**src/rtl/argmax_stream_pkg.sv**
```systemverilog
// Shared types and helpers for the streaming argmax.
//   state_e    : FSM state encoding (idle, accumulating, result held).
//   clog2_min1 : ceil(log2(n)), never less than one bit, for counter and lane widths.
package argmax_stream_pkg;

    typedef enum logic [1:0] {
        StIdle,
        StAcc,
        StDone
    } state_e;

    function automatic int unsigned clog2_min1(input int unsigned n);
        return (n <= 1) ? 1 : $clog2(n);
    endfunction

endpackage

```
**src/rtl/argmax_stream_tree.sv**
```systemverilog
// Combinational P-lane argmax reduction.
//   data_i : P scores, lane j at [j*K +: K]
//   max_o  : largest score
//   lane_o : lane holding it; on ties the lowest lane wins
module argmax_tree
    import argmax_stream_pkg::*;
#(
    parameter int unsigned P      = 1,
    parameter int unsigned K      = 4,
    parameter bit          SIGNED = 1'b0,
    localparam int unsigned LaneW = clog2_min1(P)
) (
    input  logic [P*K-1:0]  data_i,
    output logic [K-1:0]    max_o,
    output logic [LaneW-1:0] lane_o
);

    function automatic logic gt(input logic [K-1:0] a, input logic [K-1:0] b);
        if (SIGNED) begin
            return $signed(a) > $signed(b);
        end
        return a > b;
    endfunction

    // Strict greater-than while scanning upward keeps the earliest lane on ties.
    always_comb begin
        max_o  = data_i[K-1:0];
        lane_o = '0;
        for (int unsigned j = 1; j < P; j++) begin
            if (gt(data_i[j*K +: K], max_o)) begin
                max_o  = data_i[j*K +: K];
                lane_o = LaneW'(j);
            end
        end
    end

endmodule

```
**src/rtl/argmax_stream.sv**
```systemverilog
// Streaming argmax over an N-element score vector delivered P elements per beat.
//   clk, rst            : clock, synchronous active-high reset
//   in_valid/in_ready   : input beat handshake; in_data lane j = element beat*P + j
//   out_valid/out_ready : result handshake; out_idx/out_max hold the vector's argmax
module argmax_stream
    import argmax_stream_pkg::*;
#(
    parameter int unsigned N      = 8,
    parameter int unsigned K      = 4,
    parameter int unsigned I      = 4,
    parameter int unsigned P      = 1,
    parameter bit          SIGNED = 1'b0
) (
    input  logic         clk,
    input  logic         rst,
    input  logic         in_valid,
    output logic         in_ready,
    input  logic [P*K-1:0] in_data,
    output logic         out_valid,
    input  logic         out_ready,
    output logic [I-1:0] out_idx,
    output logic [K-1:0] out_max
);

    localparam int unsigned Beats = N / P;
    localparam int unsigned CntW  = clog2_min1(Beats);
    localparam int unsigned LaneW = clog2_min1(P);
    localparam logic [CntW-1:0] LastBeat = CntW'(Beats - 1);
    localparam bit SingleBeat = (Beats == 1);

    if (N % P != 0) begin : gen_chk_np
        $error("argmax_stream: N must be a multiple of P");
    end
    if (I < $clog2(N)) begin : gen_chk_i
        $error("argmax_stream: I too narrow for N");
    end

    function automatic logic gt(input logic [K-1:0] a, input logic [K-1:0] b);
        if (SIGNED) begin
            return $signed(a) > $signed(b);
        end
        return a > b;
    endfunction

    state_e          state_q, state_d;
    logic [CntW-1:0] beat_cnt_q, beat_cnt_d;
    logic [K-1:0]    run_max_q, run_max_d;
    logic [I-1:0]    run_idx_q, run_idx_d;

    logic [K-1:0]     beat_max;
    logic [LaneW-1:0] beat_lane;
    logic [I-1:0]     cand_idx;
    logic             in_hs;
    state_e           first_state;
    logic [CntW-1:0]  first_cnt;

    argmax_tree #(
        .P      (P),
        .K      (K),
        .SIGNED (SIGNED)
    ) u_tree (
        .data_i (in_data),
        .max_o  (beat_max),
        .lane_o (beat_lane)
    );

    // beat_cnt_q is zero whenever a new vector can start, so the first beat indexes from 0.
    assign cand_idx    = I'(32'(beat_cnt_q) * P + 32'(beat_lane));
    assign in_ready    = (state_q != StDone) | out_ready;
    assign in_hs       = in_valid & in_ready;
    assign first_state = SingleBeat ? StDone : StAcc;
    assign first_cnt   = SingleBeat ? '0 : CntW'(1);

    assign out_valid = (state_q == StDone);
    assign out_idx   = run_idx_q;
    assign out_max   = run_max_q;

    always_comb begin
        state_d    = state_q;
        beat_cnt_d = beat_cnt_q;
        run_max_d  = run_max_q;
        run_idx_d  = run_idx_q;
        unique case (state_q)
            StIdle: begin
                if (in_hs) begin
                    run_max_d  = beat_max;
                    run_idx_d  = cand_idx;
                    beat_cnt_d = first_cnt;
                    state_d    = first_state;
                end
            end
            StAcc: begin
                if (in_hs) begin
                    if (gt(beat_max, run_max_q)) begin
                        run_max_d = beat_max;
                        run_idx_d = cand_idx;
                    end
                    if (beat_cnt_q == LastBeat) begin
                        beat_cnt_d = '0;
                        state_d    = StDone;
                    end else begin
                        beat_cnt_d = beat_cnt_q + CntW'(1);
                    end
                end
            end
            StDone: begin
                // in_hs here implies out_ready: the result leaves as the next vector starts.
                if (in_hs) begin
                    run_max_d  = beat_max;
                    run_idx_d  = cand_idx;
                    beat_cnt_d = first_cnt;
                    state_d    = first_state;
                end else if (out_ready) begin
                    state_d = StIdle;
                end
            end
            default: state_d = StIdle;
        endcase
    end

    always_ff @(posedge clk) begin
        if (rst) begin
            state_q    <= StIdle;
            beat_cnt_q <= '0;
            run_max_q  <= '0;
            run_idx_q  <= '0;
        end else begin
            state_q    <= state_d;
            beat_cnt_q <= beat_cnt_d;
            run_max_q  <= run_max_d;
            run_idx_q  <= run_idx_d;
        end
    end

endmodule

```
**config.mk**
```make
export PLATFORM = sky130hd
export DESIGN_NAME = argmax_stream
export DESIGN_NICKNAME = d
export VERILOG_FILES = /design/src/rtl/argmax_stream_pkg.sv /design/src/rtl/argmax_stream_tree.sv /design/src/rtl/argmax_stream.sv
export SDC_FILE = /design/constraint.sdc
export NUM_CORES = 1
export LEC_CHECK = 0
export ABC_AREA = 0
export CAP_MARGIN = 20
export CORE_MARGIN = 10
export CORE_UTILIZATION = 39
export DETAILED_ROUTE_END_ITERATION = 12
export PLACE_DENSITY = 0.66
export SYNTH_ARGS = -nofsm -noshare
export SYNTH_HDL_FRONTEND = slang
export SYNTH_HIERARCHICAL = 1
export SYNTH_SLANG_ARGS = --single-unit
```
**constraint.sdc**
```tcl
create_clock -name clk -period 5.39 [get_ports clk]
set_input_delay 1.078 -clock clk [delete_from_list [all_inputs] [get_ports clk]]
set_output_delay 1.078 -clock clk [all_outputs]
set_load 0.01 [all_outputs]
```
After elaboration in Yosys (flattened, before gate mapping). Index checks and enable logic that the tools add are counted. Widths: inputs -> output; s select.

$add $sub $neg: 1. Magnitude comparators: 1. Eq/ne operators: 10. Multiplexer cells: 18. Bitwise gates (word level): 2. Reduce and logical (&&, ||, !) cells: 6.

Operator list (count): $mux 4 (6); $pmux 4 s2 (2); $mux 2 (5); $ne 2x2->1 const B (5); $mux 3 (3); $reduce_and 4->1 (2); $pmux 2 s3 (1); $pmux 3 s2 (1); $gt 4x4->1 (1); $add 3x1->3 const B (1); $eq 3x3->1 const B (1); $ne 3x1->1 const B (1); $reduce_and 3->1 (1); $eq 2x1->1 const B (1); $eq 2x2->1 const B (1); $logic_not 2->1 (1); $ne 2x1->1 const B (1); $reduce_bool 2->1 (1); $reduce_or 2->1 (1); $and 1x1->1 (1); $or 1x1->1 (1).

Register bits after elaboration: 13. Input bits: 8. Output and inout port bits: 10. Word-level logic and storage cells: 42.

Longest topological paths before layout. Gate-level depths: netlist (run 1).

Depth in word-level cells: 5. Mapped depth: 7.

By module. Netlist (run 1), hierarchy kept.

By module, submodules not included: argmax_stream (times used 1, cells an instance 84, area an instance 798.3 um^2); argmax_tree (times used 1, cells an instance 6, area an instance 41.3 um^2).

Worst setup path after synthesis (run 1). OpenSTA, ideal clock, no wires.

Path kind: input -> output. From: input out_ready. To: output in_ready. Arrival time: 1.529 ns. Slack: 2.783 ns. Stages: 2. Path buffers: 0. Cells stage by stage: nand2b_2 > or2_1.

Longest elaborated chain between the ends: 1.

Ends and longest elaborated chain: start: declaration (RTL line argmax_stream.sv:20) `input logic out_ready,`; $or 1x1->1 (RTL line argmax_stream.sv:69) `assign in_ready = (state_q != StDone) | out_ready;`; end: declaration (RTL line argmax_stream.sv:17) `output logic in_ready,`.

Every way passes these cells.

Worst setup path in the final report (run 1). Ends and elaborated chain as after synthesis.

==> flow_metrics.py, run 1 <==
metrics = {
    "status": {
        "status": "finished, final reports clean",
    },
    "sta": {
        "fmax_mhz": 287,
        "fin_crit_sh_pct": 64.7,
        "hold_viol": 0,
        "finalMaxSlewViolations": 0,
        "rsz0062_at_grt": "no",
        "final.setup.tns_ns": 0,
        "final.setup_skew_ns": 0.00363,
        "fin_crit_ns": 3.49,
        "slew_headroom_pct": 61.2,
        "worstMarginPinSlew_ns": 0.580,
        "setup_viol": 0,
    },
    "hold_path": {
        "holdCritPathClass": "reg -> reg",
        "hp-start": "out_idx[0]",
        "worstHoldEndpoint": "out_idx[0]",
        "hold_depth": 2,
    },
    "clocking": {
        "hold_buffers": 0,
        "clock_latency_ns": 0.28,
        "clock-sinks": 13,
        "clock_path_buffers": 2,
        "cts-root-buf": "clkbuf_4",
        "ctsResizeCount": 0,
        "htreeDepth": 1,
        "cts_buffers": 3,
        "post_cts_buffers": 0,
        "cts_tree": "yes",
        "path_clk_slew_ns": 0.08,
    },
    "floorplan": {
        "core_area_um2": 2000,
        "rows": 16,
        "die_h_um": 66.4,
        "initial_utilization_pct": 41.9,
        "io-pin-count": 18,
        "dieArea_um2": 4410,
        "die_w_um": 66.4,
    },
    "global_routing": {
        "grt_pass1_wl_um": 2620,
        "antenna_found_initial": 0,
        "grt_remaining_overflow": 0,
        "grt_max_degree": 22,
        "grtUsageTotal_pct": 7.61,
        "grt_pass1_vias": 620,
    },
    "routing": {
        "drt_iter0_markers": 16,
        "vias": 627,
        "dr.pass1.iters": 4,
        "postRouteAntennaNets": 0,
        "top_layer_used": "met4",
        "routed_via_density": 4.79,
        "wl_um": 1530,
        "met3_length_um": 129,
        "wl_per_cell_um": 11.7,
        "drc": 0,
        "wl_met2_um": 705,
        "m1WireLength_um": 664,
    },
    "cells_and_area": {
        "drive_above_1_share_pct": 9.62,
        "multiInputGateArea_um2": 507,
        "final_cell_mix": "clkdlybuf4s50_1 (17), nand2b_1 (13), dfxtp_1 (13), mux2i_1 (8), ha_1 (8)",
        "fin_util_pct": 50.7,
        "synthToLayoutAreaGrowth_pct": 21.0,
        "final_area_um2": 1020,
        "final_common_cell": "clkdlybuf4s50_1",
        "diodes": 0,
        "final_nets": 121,
        "fill_cells": 195,
        "seq_area_um2": 260,
    },
    "power": {
        "total_power_mw": 0.227,
        "p_leak_nw": 0.428,
        "pwr_density_cell_nw_per_um2": 224,
        "vdd_drop_max_v": 0.000158,
    },
    "placed_design": {
        "dp_hpwl_um": 1200,
        "gp_congestion": 0.752,
        "postPlaceCellArea_um2": 990,
        "numPortBuffers": 17,
    },
    "run": {
        "maxCapViolations": 0,
    },
    "synthesis": {
        "yosysWarnings": 6,
        "syn-num-nets": 106,
        "ys_seq_elements": 13,
        "netlist_instances": 90,
        "seq_area_frac_synth_pct": 31.0,
        "ys_types": 28,
        "syn-mean-instance-area_um2": 9.33,
        "synth_area_um2": 840,
    },
    "worst_setup_path": {
        "worstPathArrival_ns": 2.41,
        "worstSetupStartpointType": "input port",
        "critical_path_required_ns": 4.31,
        "critical_path.reg2reg.startpoint": "out_max[1]",
        "r2r_slack_ns": 3.59,
        "critPathCaptureType": "output pin",
        "timing.rr.end": "out_idx[2]",
        "worstRegToRegCells": 6,
        "crit_type": "in -> out",
        "cp_max_fo": 5,
    },
}
-- registers in the layout, indices dropped and copies added, names as in the netlist --
| name | cells |
|---|---|
| out_max | 4 |
| state_q | 2 |
| out_idx | 4 |
| beat_cnt_q | 3 |
-- worst max-delay path, stage by stage --
cell             delay (ns)
clkdlybuf4s50_1        0.39
nand2b_2               0.21
or2_1                  0.24
clkdlybuf4s50_1        0.49
-- synthesized netlist by cell type --
cell,n,share of area (%)
nand3_1,1,0.60
dlymetal6s2s_1,1,1.5
nand2_1,6,2.7
mux2_4,1,1.8
ha_1,8,12
conb_1,1,0.45
a21oi_1,5,3.0
and2b_2,1,1.0
nor2_1,4,1.8
buf_4,5,4.5
a22oi_2,1,1.5
nand4b_1,1,1.0
inv_1,5,2.2
nand4_1,1,0.75
clkbuf_1,1,0.45
nor2b_1,2,1.5
o21ai_0,2,1.2
o211ai_1,1,0.89
a31oi_4,1,2.5
dfxtp_1,13,31
or2_1,1,0.75
nor2b_4,2,3.3
nor3_1,1,0.60
nand2b_2,1,1.0
nand2b_1,13,9.7
xnor2_1,1,1.0
mux2i_1,8,9.5
a22oi_1,2,1.8
-- cell families after synthesis --
group	synth area share, %
and+or+nand+nor	24.7
buffers and inverters	8.64
muxes	11.3
AOI/OAI and AO/OA	10.9
other	0.447
adders and majority gates	11.9
xor gates and xnor gates	1.04
DFF	31.0
-- final cells by class --
class	count	share of cell area (%)
clock buffers	4	2.59
repair buffers	17	16.7
inverters	5	1.85
flip-flops and latches	13	25.6
multi-input cells	65	49.9
well taps	27	3.33
-- routing by layer --
metal	track usage [%]	vias to the layer above
li1	-	327
met1	8.06	278
met2	12.1	17
met3	4.41	5
met4	3.14	0
met5	0	-
-- worst max path at each step --
stage / start / end / slack [ns] / depth (start not counted)
detailed placement: out_ready / in_ready / 1.90 / 4
floorplan: out_ready / in_ready / 2.78 / 2
CTS: out_ready / in_ready / 1.89 / 4
global placement: out_ready / in_ready / 1.91 / 4
finish: out_ready / in_ready / 1.90 / 4
global route: out_ready / in_ready / 1.83 / 4
-- report_power, final --
part	leakage [nW]	switching (mW)	internal [mW]
logic	0.306	0.0257	0.0314
clock network	0.0150	0.0329	0.0287
registers	0.106	0.00579	0.103
total	0.428	0.0644	0.163
-- per-stage QoR --
stage	cells	hold WS (ns)	setup WS [ns]
2_1_floorplan	90	0.493	2.78
3_3_place_gp	127	0.461	1.91
3_5_place_dp	127	0.468	1.90
4_1_cts	131	0.483	1.89
5_1_grt	131	0.511	1.83
6_report	131	0.478	1.90
Note: power is estimated with default switching activity, not from simulation.
==> run 2: changes to the inputs <==
--- a/config.mk
+++ b/config.mk
@@ -10,7 +10,7 @@
 export CORE_MARGIN = 10
 export CORE_UTILIZATION = 39
 export DETAILED_ROUTE_END_ITERATION = 12
-export PLACE_DENSITY = 0.66
+export PLACE_DENSITY = 0.68
 export SYNTH_ARGS = -nofsm -noshare
 export SYNTH_HDL_FRONTEND = slang
 export SYNTH_HIERARCHICAL = 1
==> constraint.sdc (replaced) <==
create_clock -name clk -period 2.8 [get_ports clk]
set_input_delay 0.56 -clock clk [delete_from_list [all_inputs] [get_ports clk]]
set_output_delay 0.56 -clock clk [all_outputs]
set_load 0.01 [all_outputs]
==> run 2 against run 1 <==
Sequential cell count stayed put. Register-to-register slack got worse by 2.5 ns. Final cell count grew 1.5%. Critical path depth unchanged. Utilization rose by 0.75 points. Cell area up 1.5%. Critical endpoint unchanged.
==> flow_metrics.py, run 2 (synthesis results as in run 1) <==
metrics = {
    "status": {
        "status": "finished, final reports clean",
    },
    "sta": {
        "fin_crit_ns": 2.44,
        "fin_crit_sh_pct": 87.2,
        "setup_viol": 0,
        "final.setup.tns_ns": 0,
        "hold_viol": 0,
        "final.setup_skew_ns": 0.00543,
        "rsz0062_at_grt": "no",
        "finalMaxSlewViolations": 0,
        "fmax_mhz": 409,
    },
    "run": {
        "maxCapViolations": 0,
    },
    "worst_setup_path": {
        "critical_path_required_ns": 2.24,
        "critical_path.reg2reg.startpoint": "out_max[1]",
        "critPathCaptureType": "output pin",
        "cp_max_fo": 5,
        "timing.rr.end": "out_max[3]",
        "crit_type": "in -> out",
        "r2r_slack_ns": 1.06,
        "worstSetupStartpointType": "input port",
        "worstPathArrival_ns": 1.88,
        "worstRegToRegCells": 7,
    },
    "clocking": {
        "path_clk_slew_ns": 0.08,
        "htreeDepth": 1,
        "cts-root-buf": "clkbuf_4",
        "ctsResizeCount": 0,
        "clock_latency_ns": 0.27,
        "clock_path_buffers": 2,
        "cts_buffers": 3,
        "post_cts_buffers": 0,
        "hold_buffers": 0,
        "clock-sinks": 13,
        "cts_tree": "yes",
    },
    "routing": {
        "vias": 634,
        "postRouteAntennaNets": 0,
        "routed_via_density": 4.77,
        "drt_iter0_markers": 14,
        "wl_per_cell_um": 12.3,
        "drc": 0,
        "wl_um": 1640,
        "dr.pass1.iters": 6,
    },
    "power": {
        "p_leak_nw": 0.437,
        "power_switching_share_pct": 27.9,
        "pwr_density_cell_nw_per_um2": 426,
        "internal_power_mw": 0.317,
        "power.share.sequential_pct": 47.5,
        "total_power_mw": 0.439,
        "switching_power_mw": 0.123,
        "p_clk_share_pct": 26.4,
        "power_frac_comb_pct": 26.1,
        "vdd_drop_max_v": 0.000245,
    },
    "floorplan": {
        "io-pin-count": 18,
        "initial_utilization_pct": 41.9,
        "rows": 16,
        "core_area_um2": 2000,
        "dieArea_um2": 4410,
        "die_h_um": 66.4,
        "die_w_um": 66.4,
    },
    "cells_and_area": {
        "diodes": 0,
        "final_area_um2": 1030,
        "synthToLayoutAreaGrowth_pct": 22.8,
        "drive_above_1_share_pct": 11.3,
        "final_cell_mix": "clkdlybuf4s50_1 (17), nand2b_1 (13), dfxtp_1 (13), mux2i_1 (8), ha_1 (8)",
        "final_common_cell": "clkdlybuf4s50_1",
        "final_nets": 123,
    },
    "placed_design": {
        "dp_hpwl_um": 1290,
        "numPortBuffers": 17,
        "postPlaceCellArea_um2": 1000,
        "gp_congestion": 0.775,
    },
    "global_routing": {
        "antenna_found_initial": 0,
        "grt_pass1_wl_um": 2790,
        "grtUsageTotal_pct": 7.98,
        "grt_remaining_overflow": 0,
        "grt_pass1_vias": 655,
        "grt_max_degree": 22,
    },
    "hold_path": {
        "hold_depth": 2,
        "worstHoldEndpoint": "out_idx[3]",
        "holdCritPathClass": "reg -> reg",
        "hp-start": "out_idx[3]",
    },
}
run 2: changes by cell type in the layout (fill, tap and decap cells not counted):
cell,change
buf_4,+2
run 2: worst max path at each step:
stage / from / endpoint / slack [ns] / depth (start not counted)
after floorplan: in_data[1] / out_idx[2] / 0.83 / 6
after global placement: out_ready / in_ready / 0.37 / 4
after detailed placement: out_ready / in_ready / 0.35 / 4
after CTS: out_ready / in_ready / 0.35 / 4
after global routing: out_ready / in_ready / 0.30 / 4
final: out_ready / in_ready / 0.36 / 4
run 2: cell type report:
class	instances	area, µm²
Fill cell	198	971
Multi-Input combinational cell	65	507
Sequential cell	13	260
Timing Repair Buffer	19	185
Tap cell	27	33.8
Clock buffer	4	26.3
Inverter	5	18.8
run 2: routing by layer:
metal  track usage [%]  up-vias  routed length (µm)
li1                  -      333                   -
met1              8.51      285                 721
met2              13.9       16                 845
met3              1.86        0                  76
met4              4.71        0                   0
met5                 0        -                   0
run 2: power groups by stage:
| stage | registers [mW] | logic (mW) | clock network (mW) |
|---|---|---|---|
| floorplan | 0.216 | 0.0721 | 0 |
| global route | 0.211 | 0.128 | 0.130 |
| global placement | 0.212 | 0.114 | 0 |
| CTS | 0.209 | 0.117 | 0.122 |
| finish | 0.209 | 0.115 | 0.116 |
| detailed placement | 0.213 | 0.116 | 0 |
run 2: worst max-delay path: stages:
cell	delay, ns
clkdlybuf4s50_1	0.38
nand2b_2	0.21
or2_1	0.24
clkdlybuf4s50_1	0.48
run 2: stage by stage:
stage                     hold WS, ns  cells  utilization, %  setup slack [ns]
after floorplan                 0.493     90               -             0.831
after global placement          0.460    129            50.2             0.366
after detailed placement        0.463    129            50.2             0.354
after CTS                       0.481    133            51.5             0.353
after global routing            0.509    133            51.5             0.299
final                           0.477    133            51.5             0.358
